## config.mk

```make
export PLATFORM = sky130hd
export DESIGN_NAME = masked_sbox_bram_ctrl
export DESIGN_NICKNAME = d
export VERILOG_FILES = /design/src/rtl/masked_aes_pkg.sv /design/src/rtl/masked_sbox_valid_pipe.sv /design/src/rtl/masked_sbox_bram_ctrl.sv
export SDC_FILE = /design/constraint.sdc
export NUM_CORES = 1
export LEC_CHECK = 0
export ABC_AREA = 1
export BUFFER_PORTS_ARGS = -buffer_cell sky130_fd_sc_hd__buf_2
export CAP_MARGIN = 20
export CORE_ASPECT_RATIO = 0.75
export CORE_MARGIN = 2
export CORE_UTILIZATION = 30
export CTS_CLUSTER_DIAMETER = 80
export DETAILED_ROUTE_END_ITERATION = 12
export GPL_TIMING_DRIVEN = 0
export SYNTH_ARGS = -nofsm -noshare
export SYNTH_HDL_FRONTEND = slang
export SYNTH_SLANG_ARGS = --single-unit
```

## constraint.sdc

```tcl
create_clock -name clk -period 1.6 [get_ports clk]
set_input_delay 0.08 -clock clk [delete_from_list [all_inputs] [get_ports clk]]
set_output_delay 0.08 -clock clk [all_outputs]
set_load 0.02 [all_outputs]
```

## src/rtl/masked_aes_pkg.sv

```systemverilog
// Shared widths and BRAM timing for the serial masked AES datapath.
package masked_aes_pkg;

  localparam int DATA_W      = 8;
  localparam int RND_W       = 2;
  localparam int ADDR_W      = RND_W + DATA_W;
  localparam int BRAM_RD_LAT = 2;

endpackage

```

## src/rtl/masked_sbox_valid_pipe.sv

```systemverilog
// Valid (and optional refresh-mask) shift pipeline matching the BRAM read latency.
// The mask stages exist only when MASKED_SBOX_REFRESH_EN is defined.
module masked_sbox_valid_pipe
  import masked_aes_pkg::*;
#(
  parameter int W     = DATA_W,
  parameter int DEPTH = BRAM_RD_LAT
) (
  input  logic         clk,
  input  logic         rst,
  input  logic         advance_i,
  input  logic         fire_i,
`ifdef MASKED_SBOX_REFRESH_EN
  input  logic [W-1:0] mask_i,
  output logic [W-1:0] mask_o,
`endif
  output logic         valid_o
);

  logic [DEPTH-1:0] valid_q, valid_d;
`ifdef MASKED_SBOX_REFRESH_EN
  logic [W-1:0] mask_q [DEPTH];
  logic [W-1:0] mask_d [DEPTH];
`endif

  // Every stage shifts only on advance so it stays aligned with the stalled BRAM.
  for (genvar gi = 0; gi < DEPTH; gi++) begin : g_stage
    if (gi == 0) begin : g_head
      assign valid_d[gi] = advance_i ? fire_i : valid_q[gi];
`ifdef MASKED_SBOX_REFRESH_EN
      assign mask_d[gi]  = advance_i ? mask_i : mask_q[gi];
`endif
    end else begin : g_tail
      assign valid_d[gi] = advance_i ? valid_q[gi-1] : valid_q[gi];
`ifdef MASKED_SBOX_REFRESH_EN
      assign mask_d[gi]  = advance_i ? mask_q[gi-1] : mask_q[gi];
`endif
    end
  end

  always_ff @(posedge clk) begin
    if (rst) begin
      valid_q <= '0;
`ifdef MASKED_SBOX_REFRESH_EN
      for (int i = 0; i < DEPTH; i++) mask_q[i] <= '0;
`endif
    end else begin
      valid_q <= valid_d;
`ifdef MASKED_SBOX_REFRESH_EN
      for (int i = 0; i < DEPTH; i++) mask_q[i] <= mask_d[i];
`endif
    end
  end

  assign valid_o = valid_q[DEPTH-1];
`ifdef MASKED_SBOX_REFRESH_EN
  assign mask_o  = mask_q[DEPTH-1];
`endif

endmodule

```

## src/rtl/masked_sbox_bram_ctrl.sv

```systemverilog
// Front end for one masked S-box BRAM lookup pair: address forming, latency tracking, backpressure.
// Optional output share refresh is enabled by defining MASKED_SBOX_REFRESH_EN.
module masked_sbox_bram_ctrl #(
  parameter int ADDR_W = masked_aes_pkg::ADDR_W,
  parameter int DATA_W = masked_aes_pkg::DATA_W,
  parameter int RND_W  = masked_aes_pkg::RND_W,
  parameter int CNT_W  = 16
) (
  input  logic              clk,
  input  logic              rst,
  input  logic              in_valid,
  output logic              in_ready,
  input  logic [DATA_W-1:0] in_s0,
  input  logic [DATA_W-1:0] in_s1,
  input  logic [RND_W-1:0]  in_rnd,
`ifdef MASKED_SBOX_REFRESH_EN
  input  logic [DATA_W-1:0] in_refresh,
`endif
  output logic [ADDR_W-1:0] bram_addra,
  output logic [ADDR_W-1:0] bram_addrb,
  output logic              bram_en,
  output logic              bram_rst,
  input  logic [DATA_W-1:0] bram_doa,
  input  logic [DATA_W-1:0] bram_dob,
  output logic              out_valid,
  input  logic              out_ready,
  output logic [DATA_W-1:0] out_s0,
  output logic [DATA_W-1:0] out_s1,
  output logic [CNT_W-1:0]  op_cnt
);

  logic             advance;
  logic             v2;
  logic [CNT_W-1:0] op_cnt_q, op_cnt_d;

  // A bubble in the output stage always lets the pipe move, even under backpressure.
  assign advance  = ~v2 | out_ready;
  assign in_ready = advance;
  assign bram_en  = advance;
  assign bram_rst = rst;

  // Shares stay separate: each port reads the same page with its own share.
  assign bram_addra = {in_rnd, in_s0};
  assign bram_addrb = {in_rnd, in_s1};

`ifdef MASKED_SBOX_REFRESH_EN
  logic [DATA_W-1:0] m2;

  masked_sbox_valid_pipe #(
    .W     (DATA_W),
    .DEPTH (masked_aes_pkg::BRAM_RD_LAT)
  ) u_pipe (
    .clk       (clk),
    .rst       (rst),
    .advance_i (advance),
    .fire_i    (in_valid & advance),
    .mask_i    (in_refresh),
    .mask_o    (m2),
    .valid_o   (v2)
  );

  assign out_s0 = bram_doa ^ m2;
  assign out_s1 = bram_dob ^ m2;
`else
  masked_sbox_valid_pipe #(
    .W     (DATA_W),
    .DEPTH (masked_aes_pkg::BRAM_RD_LAT)
  ) u_pipe (
    .clk       (clk),
    .rst       (rst),
    .advance_i (advance),
    .fire_i    (in_valid & advance),
    .valid_o   (v2)
  );

  assign out_s0 = bram_doa;
  assign out_s1 = bram_dob;
`endif

  assign out_valid = v2;

  always_comb begin
    op_cnt_d = op_cnt_q;
    if (out_valid && out_ready) op_cnt_d = op_cnt_q + CNT_W'(1);
  end

  always_ff @(posedge clk) begin
    if (rst) op_cnt_q <= '0;
    else     op_cnt_q <= op_cnt_d;
  end

  assign op_cnt = op_cnt_q;

endmodule

```

==> results.py <==
metrics = {
    "placed_design": {
        "place_area_um2": 1535,
        "gp_congestion": 0.7372,
        "dp_hpwl_um": 2079,
        "place_inst": 273,
        "port_buffers": 59,
    },
    "logic_synthesis": {
        "synth_ff_type": "dfxtp_1",
        "async_reset_ff_frac": 0,
        "yosys.area.top_type": "dfxtp_1",
        "syn_nets": 201,
        "synth_fa_ha_area_frac": 0.01065,
        "synth_simple_gate_area_frac": 0.2567,
        "yosysWarningCount": 0,
        "synth_compound_area_frac": 0.09159,
        "synth_edf_count": 0,
        "synth_commonest_cells": "39 x buf_4, 21 x nor2_1, 19 x inv_1, 19 x nand2_1, 18 x dfxtp_1",
        "synth.most_common_cell": "buf_4",
        "seq_area_frac_synth": 0.3067,
        "synth_xor_area_frac": 0.01491,
        "ys_types": 20,
        "synth_top_area_frac": 0.3067,
        "synth_area_um2": 1175,
        "synth_cells": 162,
        "syn_area_per_cell_um2": 7.252,
        "yosys-mux-area-fraction": 0,
        "synth_top_family_by_area": "buffers and inverters",
        "synthTopCellsByArea": "dfxtp_1 31%, buf_4 25%, nor2_1 6.7%",
        "synth-seq-cells": 18,
    },
    "hold_path": {
        "hold_depth": 2,
        "whs_endpoint": "op_cnt[6]$_SDFFE_PP0P_",
        "hold_path.class": "input port to flop",
        "min_from": "rst",
    },
    "timing": {
        "tns_ns": 0,
        "fmax_mhz": 717.5,
        "slew_violations": 0,
        "fin_skew_ns": 0.005639,
        "rsz0062_at_grt": "false",
        "tightest_slew_ns": 0.2121,
        "slew_headroom": 0.8575,
        "fin_crit_ns": 1.394,
        "setup_viol": 0,
        "post-route-period-util": 0.8711,
        "hold_viol_final": 0,
    },
    "route": {
        "ant_nets": 0,
        "drt-pass1-iter-count": 4,
        "drt-total-wl_um": 2524,
        "num_vias": 1095,
        "route.detailed.drc": 0,
        "wl_per_cell_um": 9.145,
        "viasPerCell": 3.967,
        "first_iter_violations": 26,
    },
    "layout": {
        "fin_cells": 276,
        "fin_area_um2": 1577,
        "post-route-util": 0.4251,
        "fin_nets": 265,
        "syn_to_final_growth_pct": 34.19,
        "drive_gt1_frac": 0.5089,
        "diodes": 0,
    },
    "clocking": {
        "clk-insertion-delay-late_ns": 0.25,
        "cts_sinks": 18,
        "cts_setup_buffers": 0,
        "cts_root_buffer": "clkbuf_8",
        "cts_resized": 0,
        "cts_tree": "yes",
        "cts_buffers": 3,
        "cts.clk_slew.worst_paths_ns": 0.07,
        "cts_max_level": 1,
        "ctsHoldBuffers": 0,
        "cts_buffer_depth": 2,
    },
    "worst_setup_path": {
        "critical_path_arrival_ns": 1.54,
        "rrSetupSlack_ns": 0.21,
        "startpoint_type": "flop",
        "required_ns": 1.75,
        "ff2ff_path_depth": 8,
        "path_max_fanout": 4,
        "path_class": "flop to flop",
        "timing.rr.end": "op_cnt[14]$_SDFFE_PP0P_",
        "end_kind": "flop",
        "regToRegStartpoint": "op_cnt[0]$_SDFFE_PP0P_",
    },
    "power_and_ir_drop": {
        "p_per_area_nw_per_um2": 635.2,
        "irDropWorstVdd_uv": 323.9,
        "p_leak_nw": 0.8432,
        "power.total_mw": 1.001,
    },
    "grt": {
        "grt_pass1_vias": 910,
        "grt_pass1_wl_um": 4091,
        "track_usage": 0.1146,
        "antenna_found_initial": 0,
        "grt-ovfl-total": 0,
        "grt_max_degree": 11,
    },
    "die": {
        "die_y_um": 58.20,
        "die-area_um2": 4438,
        "start_util": 0.3168,
        "core_um2": 3709,
        "die_x_um": 76.26,
        "ios": 94,
        "num_rows": 19,
    },
    "status": {
        "outcome": "finished clean",
    },
    "run": {
        "maxCapViolations": 0,
    },
}
[registers in the layout, indices dropped and copies added, names as in the netlist]
name,flops
u_pipe.valid_q,2
op_cnt,16
[kinds of logic (layout without fill, tap and decap cells)]
logic type,Yosys count,in the layout
fa+ha+maj,1,1
simple gates,59,59
xor+xnor,2,2
flops,18,18
compound gates,21,21
buf+inv,61,123
[layout make-up]
type                       count  area (um^2)
tap                           52        65.06
multi-input combinational     83        439.2
timing repair buffer          59        295.3
inverter                      22        82.58
clock buffer                   3        41.29
sequential                    18        360.3
buffer                        39        292.8
fill                         401         2132
[how the worst max path moves through the flow]
| stage | endpoint | start | slack [ns] | cells after the start |
|---|---|---|---|---|
| 2_1_floorplan | op_cnt[14]$_SDFFE_PP0P_ | op_cnt[0]$_SDFFE_PP0P_ | 0.21 | 8 |
| 3_3_place_gp | op_cnt[14]$_SDFFE_PP0P_ | op_cnt[0]$_SDFFE_PP0P_ | 0.26 | 8 |
| 3_5_place_dp | op_cnt[14]$_SDFFE_PP0P_ | op_cnt[0]$_SDFFE_PP0P_ | 0.21 | 8 |
| 4_1_cts | op_cnt[14]$_SDFFE_PP0P_ | op_cnt[0]$_SDFFE_PP0P_ | 0.19 | 8 |
| 5_1_grt | op_cnt[14]$_SDFFE_PP0P_ | op_cnt[0]$_SDFFE_PP0P_ | 0.05 | 8 |
| 6_report | op_cnt[14]$_SDFFE_PP0P_ | op_cnt[0]$_SDFFE_PP0P_ | 0.21 | 8 |
[metrics by stage]
step / hold WS (ns) / setup slack [ns]
after CTS: 0.1029 / 0.1930
after global routing: 0.1031 / 0.04590
after detailed placement: 0.3642 / 0.2136
after floorplan: 0.1491 / 0.2087
final: 0.1094 / 0.2062
after global placement: 0.3624 / 0.2648
[layout by cell type (no fill, tap or decap), drive strengths merged]
master,instances
nand4,1
nor3,2
clkbuf,3
xor2,2
a21oi,11
ha,1
nand3,7
dfxtp,18
nor2,25
o21ai,9
inv,22
buf,98
o21bai,1
nand2,24
[per-layer routing]
metal / up-vias / GRT usage / routed length [um]
li1: 588 / - / -
met1: 468 / 0.1446 / 1135
met2: 37 / 0.1820 / 1170
met3: 2 / 0.04829 / 201
met4: 0 / 0.03117 / 17
met5: - / 0 / 0
[report_power, final]
group,switching [mW],internal [mW]
logic,0.119,0.107
clock network,0.148,0.167
registers,0.00547,0.454
[worst max-delay path, stage by stage (launching register included)]
cell and delay [ns]:
dfxtp_1 0.40, ha_1 0.20, nand2_1 0.13, nor2_8 0.14
nand3_2 0.11, nor2_1 0.15, nand2_1 0.07, nand2_1 0.06
nor2_1 0.04
Power figures use the tool's default switching activity.
